$ cat src/rtl/magnetron_ctrl.sv
// Microwave magnetron controller: synchronised, debounced buttons, a door-interlocked
// IDLE/COOK/PAUSE/DONE state machine, power-level PWM on the magnetron enable, and
// one-cycle set/reset pulses for the legacy SR-latch path.
module magnetron_ctrl #(
    parameter int DEB_CYCLES   = 4,
    parameter int PWR_W        = 3,
    parameter int PWM_PRESCALE = 1
) (
    input  logic             clk,
    input  logic             rst,
    input  logic             startn,
    input  logic             stopn,
    input  logic             clrn,
    input  logic             door_closed,
    input  logic             timer_done,
    input  logic [PWR_W-1:0] power_level,
    output logic             mag_on,
    output logic             set,
    output logic             reset,
    output logic             done,
    output logic [1:0]       state
);

    typedef enum logic [1:0] {
        IDLE  = 2'b00,
        COOK  = 2'b01,
        PAUSE = 2'b10,
        DONE  = 2'b11
    } state_t;

    localparam int CNT_W = $clog2(DEB_CYCLES + 1);
    localparam logic [CNT_W-1:0] CNT_MAX = CNT_W'(DEB_CYCLES);
    localparam int PRE_W = (PWM_PRESCALE > 1) ? $clog2(PWM_PRESCALE) : 1;
    localparam logic [PRE_W-1:0] PRE_MAX = PRE_W'(PWM_PRESCALE - 1);
    localparam logic [PWR_W-1:0] TICK_MAX = PWR_W'((1 << PWR_W) - 2);

    // Button index: 0 = start, 1 = stop, 2 = clear (all active-low on the pins)
    logic [2:0]       btn_p0, btn_p1;
    logic             door_p0, door_p1;
    logic [CNT_W-1:0] deb_cnt [3];
    logic [2:0]       deb_hit;
    logic [2:0]       press;

    state_t           state_q, state_nxt;
    logic [PWR_W-1:0] lvl_q, lvl_nxt;
    logic [PWR_W-1:0] tick_q, tick_nxt;
    logic [PRE_W-1:0] pre_q, pre_nxt;
    logic             enter_cook, leave_cook;

    logic start_ev, stop_ev, clr_ev, door_ok;

    assign start_ev = press[0];
    assign stop_ev  = press[1];
    assign clr_ev   = press[2];
    assign door_ok  = door_p1;

    assign state = state_q;
    assign done  = (state_q == DONE);

    // Two-flop synchronisers; buttons clear to released, door clears to open (safe side)
    always_ff @(posedge clk) begin
        if (rst) begin
            btn_p0  <= 3'b111;
            btn_p1  <= 3'b111;
            door_p0 <= 1'b0;
            door_p1 <= 1'b0;
        end else begin
            btn_p0  <= {clrn, stopn, startn};
            btn_p1  <= btn_p0;
            door_p0 <= door_closed;
            door_p1 <= door_p0;
        end
    end

    // Debounce: count consecutive low samples, strobe once the count has sat at its ceiling
    always_ff @(posedge clk) begin
        for (int i = 0; i < 3; i++) begin
            if (rst || btn_p1[i]) begin
                deb_cnt[i] <= '0;
                deb_hit[i] <= 1'b0;
                press[i]   <= 1'b0;
            end else begin
                if (deb_cnt[i] != CNT_MAX) deb_cnt[i] <= deb_cnt[i] + 1'b1;
                press[i]   <= (deb_cnt[i] == CNT_MAX) && !deb_hit[i];
                deb_hit[i] <= (deb_cnt[i] == CNT_MAX);
            end
        end
    end

    // Next-state logic; within a cycle clear beats door-open beats timer beats stop beats start
    always_comb begin
        state_nxt = state_q;
        unique case (state_q)
            IDLE: begin
                if (start_ev && door_ok && !timer_done) state_nxt = COOK;
            end
            COOK: begin
                if (clr_ev)          state_nxt = IDLE;
                else if (!door_ok)   state_nxt = PAUSE;
                else if (timer_done) state_nxt = DONE;
                else if (stop_ev)    state_nxt = PAUSE;
            end
            PAUSE: begin
                if (clr_ev)                     state_nxt = IDLE;
                else if (timer_done)            state_nxt = DONE;
                else if (stop_ev)               state_nxt = IDLE;
                else if (start_ev && door_ok)   state_nxt = COOK;
            end
            DONE: begin
                if (clr_ev || !door_ok) state_nxt = IDLE;
            end
            default: state_nxt = IDLE;
        endcase
    end

    assign enter_cook = (state_nxt == COOK) && (state_q != COOK);
    assign leave_cook = (state_q == COOK) && (state_nxt != COOK);

    // PWM frame: latch level and restart the frame on every entry, otherwise advance while cooking
    always_comb begin
        lvl_nxt  = lvl_q;
        tick_nxt = tick_q;
        pre_nxt  = pre_q;
        if (enter_cook) begin
            lvl_nxt  = power_level;
            tick_nxt = '0;
            pre_nxt  = '0;
        end else if (state_q == COOK) begin
            if (pre_q == PRE_MAX) begin
                pre_nxt  = '0;
                tick_nxt = (tick_q == TICK_MAX) ? '0 : tick_q + 1'b1;
            end else begin
                pre_nxt = pre_q + 1'b1;
            end
        end
    end

    // Control registers: state, PWM counters and the registered magnetron/pulse outputs
    always_ff @(posedge clk) begin
        if (rst) begin
            state_q <= IDLE;
            tick_q  <= '0;
            pre_q   <= '0;
            mag_on  <= 1'b0;
            set     <= 1'b0;
            reset   <= 1'b0;
        end else begin
            state_q <= state_nxt;
            tick_q  <= tick_nxt;
            pre_q   <= pre_nxt;
            mag_on  <= (state_nxt == COOK) && (tick_nxt < lvl_nxt);
            set     <= enter_cook;
            reset   <= leave_cook;
        end
    end

    // Latched power level is pure data; it only matters once COOK has been entered
    always_ff @(posedge clk) begin
        lvl_q <= lvl_nxt;
    end

endmodule

$ cat config.mk
export PLATFORM = sky130hd
export DESIGN_NAME = magnetron_ctrl
export DESIGN_NICKNAME = d
export VERILOG_FILES = /design/src/rtl/magnetron_ctrl.sv
export SDC_FILE = /design/constraint.sdc
export NUM_CORES = 1
export LEC_CHECK = 0
export BUFFER_PORTS_ARGS = -buffer_cell sky130_fd_sc_hd__buf_2
export CAP_MARGIN = 10
export CORE_MARGIN = 3
export CORE_UTILIZATION = 51
export DETAILED_ROUTE_END_ITERATION = 6
export HOLD_SLACK_MARGIN = 0.03
export PLACE_DENSITY = 0.74
export REMOVE_ABC_BUFFERS = 1
export SETUP_SLACK_MARGIN = 0.4
export SYNTH_ARGS = -nofsm -noshare
export SYNTH_HDL_FRONTEND = slang
export SYNTH_SLANG_ARGS = --single-unit
$ cat constraint.sdc
create_clock -name clk -period 2.1 [get_ports clk]
set_input_delay 0.105 -clock clk [delete_from_list [all_inputs] [get_ports clk]]
set_output_delay 0.105 -clock clk [all_outputs]
set_load 0.02 [all_outputs]
# ---- Word-level counts from Yosys, hierarchy flattened
# Memories as Yosys holds them, arrays and structs flattened.
# Cells that the tools add are included.
dict set report classes {
  add_sub_neg 5
  multipliers 0
  n_div 0
  order_cmp 1
  n_eq_ne 13
  n_shift 0
  muxes 35
  n_bitwise 3
  reduce_logical 19
}
# cell count
set ops {}
lappend ops {{$mux W3} 8}
lappend ops {{$mux W2} 10}
lappend ops {{$mux W1} 16}
lappend ops {{$add A3 B1 Y3 const B} 4}
lappend ops {{$eq A3 B3 Y1 const B} 4}
lappend ops {{$ne A3 B3 Y1 const B} 3}
lappend ops {{$logic_and A1 B1 Y1} 8}
lappend ops {{$pmux W2 S4} 1}
lappend ops {{$logic_not A1 Y1} 5}
lappend ops {{$eq A2 B1 Y1 const B} 2}
lappend ops {{$eq A2 B2 Y1 const B} 2}
lappend ops {{$logic_or A1 B1 Y1} 4}
lappend ops {{$ne A2 B1 Y1 const B} 2}
lappend ops {{$lt A3 B3 Y1} 1}
lappend ops {{$or A1 B1 Y1} 3}
lappend ops {{$logic_not A2 Y1} 1}
lappend ops {{$reduce_or A2 Y1} 1}
lappend ops {{$add A1 B1 Y1 const B} 1}
dict set report totals {
  reg_bits 26
  latchBits 0
  mem_bits_rw 9
  mem_bits_ro 0
  output_inout_bits 6
  n_memories 1
}
# memory depth width read_ports rd_ports_with_merged_regs wr line
set memory_table {}
lappend memory_table {deb_cnt 3 3 3 0 3 40} ;# logic [CNT_W-1:0] deb_cnt [3];

# ---- Longest topological paths before layout
dict set report depth {
  ltp_word 11
  depth_mapped 9
  ltp_nobuf 8
}

# ---- Least setup slack after synthesis
# Ideal clock, no wire load.
dict set report synth_path {
  path_kind {reg-to-reg}
  startpoint {reg state_q[0], in the netlist state[0]}
  endpoint {reg mag_on}
  arrival_ns 2.401
  slack_ns -0.360
  stages_incl_launch_ff 10
  path_buffers 1
  synth_period_minus_slack_ns 2.460
  path_cell_list {dfxtp_1 and2b_4 a21oi_2 o32a_1 buf_6 nor3_4 mux2i_1 ha_1 a211oi_1 o311a_1}
}
dict set report synth_between {
  elab_chain_len 10
}
# element line
set synth_lines {}
lappend synth_lines {{from (decl)} 44} ;# state_t state_q, state_nxt;
lappend synth_lines {{from (signal assigned)} 148} ;# state_q <= state_nxt;
lappend synth_lines {{$mux W2, on equally long branches} {107, 101}}
lappend synth_lines {{$mux W2, on equally long branches} {106, 100}}
lappend synth_lines {{$mux W2, on equally long branches} {105, 99}}
lappend synth_lines {{$mux W2, on equally long branches} {104, 98}}
lappend synth_lines {{$pmux W2 S4} 93} ;# unique case (state_q)
lappend synth_lines {{$eq A2 B1 Y1} {116, 151}}
lappend synth_lines {{$logic_and A1 B1 Y1} 116} ;# assign enter_cook = (state_nxt == COOK) && (state_q != COOK);
lappend synth_lines {{$mux W3} 124} ;# if (enter_cook) begin
lappend synth_lines {{$lt A3 B3 Y1} 151} ;# mag_on <= (state_nxt == COOK) && (tick_nxt < lvl_nxt);
lappend synth_lines {{$logic_and A1 B1 Y1 (*)} 151}
lappend synth_lines {{to (signal assigned)} 151}
lappend synth_lines {{to (decl)} 17} ;# output logic mag_on,
# Mark *: on every way between the ends. The rest lies on a longest branch, timed or not.
# A chain may end at the register's enable or synchronous reset.

# ---- Final worst setup path
dict set report layout_path {
  startpoint {reg state_q[1], in the netlist state[1]}
  endpoint {reg mag_on}
}
# The elaborated chain is that of the path after synthesis.

==> metrics.yaml <==
violations: "negative setup slack"
worst_pin_slew_ps: 436.7
r2r_setup_slack_ps: -220
nets: 204
fin_crit_sh_pct: 110.3
max_freq_ghz: 0.4318
drt-wirelength-per-cell_um: 13.35
finalNonFillerCells: 217
die_h_um: 59.85
cp-startpoint: "state[1]"
cp_max_fo: 7
coreArea_mm2: 0.002613
fin_ws_ps: -215.6
drive_above_1_share_pct: 37.43
end_kind: "flop"
cts_buffer_depth: 2
min_path_type: "in2reg"
whs_endpoint: "state[0]"
p_leak_nw: 0.8085
grt.overflow.total: 0
cts_tree: "done"
slew_headroom_pct: 70.89
fin_crit_ps: 2316
grt_antenna_before_repair: 0
r2r_start: "state[1]"
maxCapViolCount: 0
r2r_cells: 8
min-delay-start: "rst"
place_ws_ps: -241.1
r2r-end: "mag_on"
diodes: 0
drtIter0Drc: 32
wl_mm: 2.898
syn_inst: 143
syn_area_mm2: 0.001479
grt_util_all_layers_pct: 18.23
viasPerCell: 5.309
placed_area_mm2: 0.001655
first_global_vias: 1100
irDropWorstVdd_uv: 539.2
synth_top_flop_cell: "dfxtp_1"
fp.dieW_um: 59.85
drc_errors: 0
skew_ps: 2.465
hold_viol_final: 0
synthToLayoutAreaGrowth_pct: 29.86
synthDistinctLibCells: 35
dp_hpwl_mm: 1.790
slew_violations: 0
rows: 18
cp_data_required_time_ps: 2370
ys_warn_count: 0
min_delay_path_depth: 2
ys_ff_latch: 34
synth_seq_area_share_pct: 52.12
dp.cells: 195
path_clk_slew_ps: 100
start_util_pct: 56.61
die_area_mm2: 0.003582
finalSetupViolations: 4
grt_max_degree: 26
vias: 1152
htreeDepth: 2
fin_setup_tns_ps: -483.6
grt_pass1_wl_mm: 4.816
drtAntennaViolNets: 0
powerDensity_mw_per_mm2: 581.7
root_buffer: "clkbuf_4"
design_area_mm2: 0.001921
cp_data_arrival_time_ps: 2590
status: "finished with violations"
cts.sinks: 34
clock_latency_ps: 320
cts_buffers: 5
synth_edf_count: 9
path_class: "reg2reg"
cp-start-kind: "flop"
postSynthAreaPerCell_um2: 10.34
gp_congestion: 0.8237
first_pass_iters: 4
rsz0062_at_grt: "yes"
async_flop_share_pct: 0
io_pins: 16
port_buffers: 15
==> cell families (layout without fill, tap and decap cells) <==
kind of cell / after synthesis / count (layout) / share of synthesized area [%]
simple gates: 52 / 52 / 20.39
flops: 34 / 34 / 52.12
compound gates: 23 / 23 / 10.83
buf+inv: 20 / 64 / 5.583
fa+ha+maj: 8 / 8 / 6.768
mux: 6 / 6 / 4.315
==> layer usage <==
metal  global-route usage, %  up-vias  part of all wire, %
li1                        -      590                    -
met1                   21.85      521                   45
met2                   29.32       33                   48
met3                   6.048        8                  4.9
met4                   8.544        0                  2.1
met5                       0        -                    0
==> registers in the layout (all words and copies together) (netlist names) <==
signal / count
tick_q: 3
set: 1
deb_cnt: 9
btn_p0: 3
btn_p1: 3
mag_on: 1
press: 3
reset: 1
lvl_q: 3
door_ok: 1
deb_hit: 3
door_p0: 1
state: 2
==> worst max-delay path, stage by stage, from the launching register on <==
cell	delay (ps)
dfxtp_4	380
or4b_4	560
o2111ai_4	110
nand2_4	100
nor3_4	170
mux2i_2	290
ha_4	240
a211oi_2	240
o311a_1	180
==> cell type report <==
class                           instances  area [um2]
Inverter                               15       56.30
Clock buffer                            7       55.05
Sequential cell                        34       780.7
Clock inverter                          1       5.005
Tap cell                               30       37.54
Multi-Input combinational cell         89       694.4
Fill cell                             181       691.9
Timing Repair Buffer                   41       291.5
==> cell usage after synthesis (all sizes together), types with 3 or more instances <==
| master | count | area share (%) |
|---|---|---|
| a21oi | 9 | 3.3 |
| a31oi | 3 | 1.3 |
| and3 | 6 | 2.5 |
| clkbuf | 4 | 1.0 |
| dfxtp | 25 | 34 |
| edfxtp | 9 | 18 |
| ha | 8 | 6.8 |
| inv | 15 | 3.8 |
| mux2 | 3 | 2.3 |
| mux2i | 3 | 2.0 |
| nand2 | 8 | 2.5 |
| nor2 | 9 | 2.3 |
| nor3 | 13 | 5.2 |
| or2 | 6 | 2.5 |
==> what timing repair did <==
action	CTS	global route
hold buffers	7	0
pin swaps	4	10
setup buffers	6	1
setup endpoints to repair	8	8
gates resized for setup	9	9
hold endpoints to repair	7	0
==> power breakdown <==
group	leakage, nW	switching [mW]	internal [mW]
Clock	0.0353	0.202	0.162
Combinational	0.456	0.0275	0.0373
Sequential	0.317	0.00732	0.681
Total	0.808	0.236	0.881
==> how the worst max path moves through the flow <==
| stage | to | slack (ps) | depth (start not counted) |
|---|---|---|---|
| detailed placement | mag_on | -240 | 8 |
| global route | mag_on | -330 | 8 |
| finish | mag_on | -220 | 8 |
| floorplan | mag_on | -360 | 8 |
| global placement | mag_on | -230 | 9 |
| CTS | mag_on | -170 | 9 |
==> per-stage QoR <==
step	power, mW	hold WS (ps)	utilization [%]
after floorplan	0.7292	174.1	-
after global placement	0.7504	290.0	63.36
after detailed placement	0.7531	290.5	63.36
after CTS	1.119	192.4	71.12
after global routing	1.170	217.3	73.52
final	1.117	197.9	73.52
==> cell usage in the layout, fill, tap and decap left out, types with 2 or more instances in the layout <==
cell type | netlist | layout
dfxtp_1 | 25 | 21
buf_4 | 0 | 18
inv_1 | 15 | 15
buf_2 | 0 | 15
nor3_1 | 12 | 12
edfxtp_1 | 9 | 9
a21oi_1 | 8 | 8
nor2_1 | 9 | 8
nand2_1 | 7 | 7
ha_1 | 8 | 7
dlygate4sd3_1 | 0 | 7
and3_1 | 6 | 6
or2_2 | 6 | 6
clkbuf_4 | 0 | 5
a31oi_1 | 3 | 3
mux2_2 | 3 | 3
o211ai_1 | 2 | 2
mux2i_1 | 3 | 2
nor2b_1 | 2 | 2
o311a_1 | 2 | 2
dfxtp_2 | 0 | 2
dfxtp_4 | 0 | 2
(Power assumes the default switching activity.)
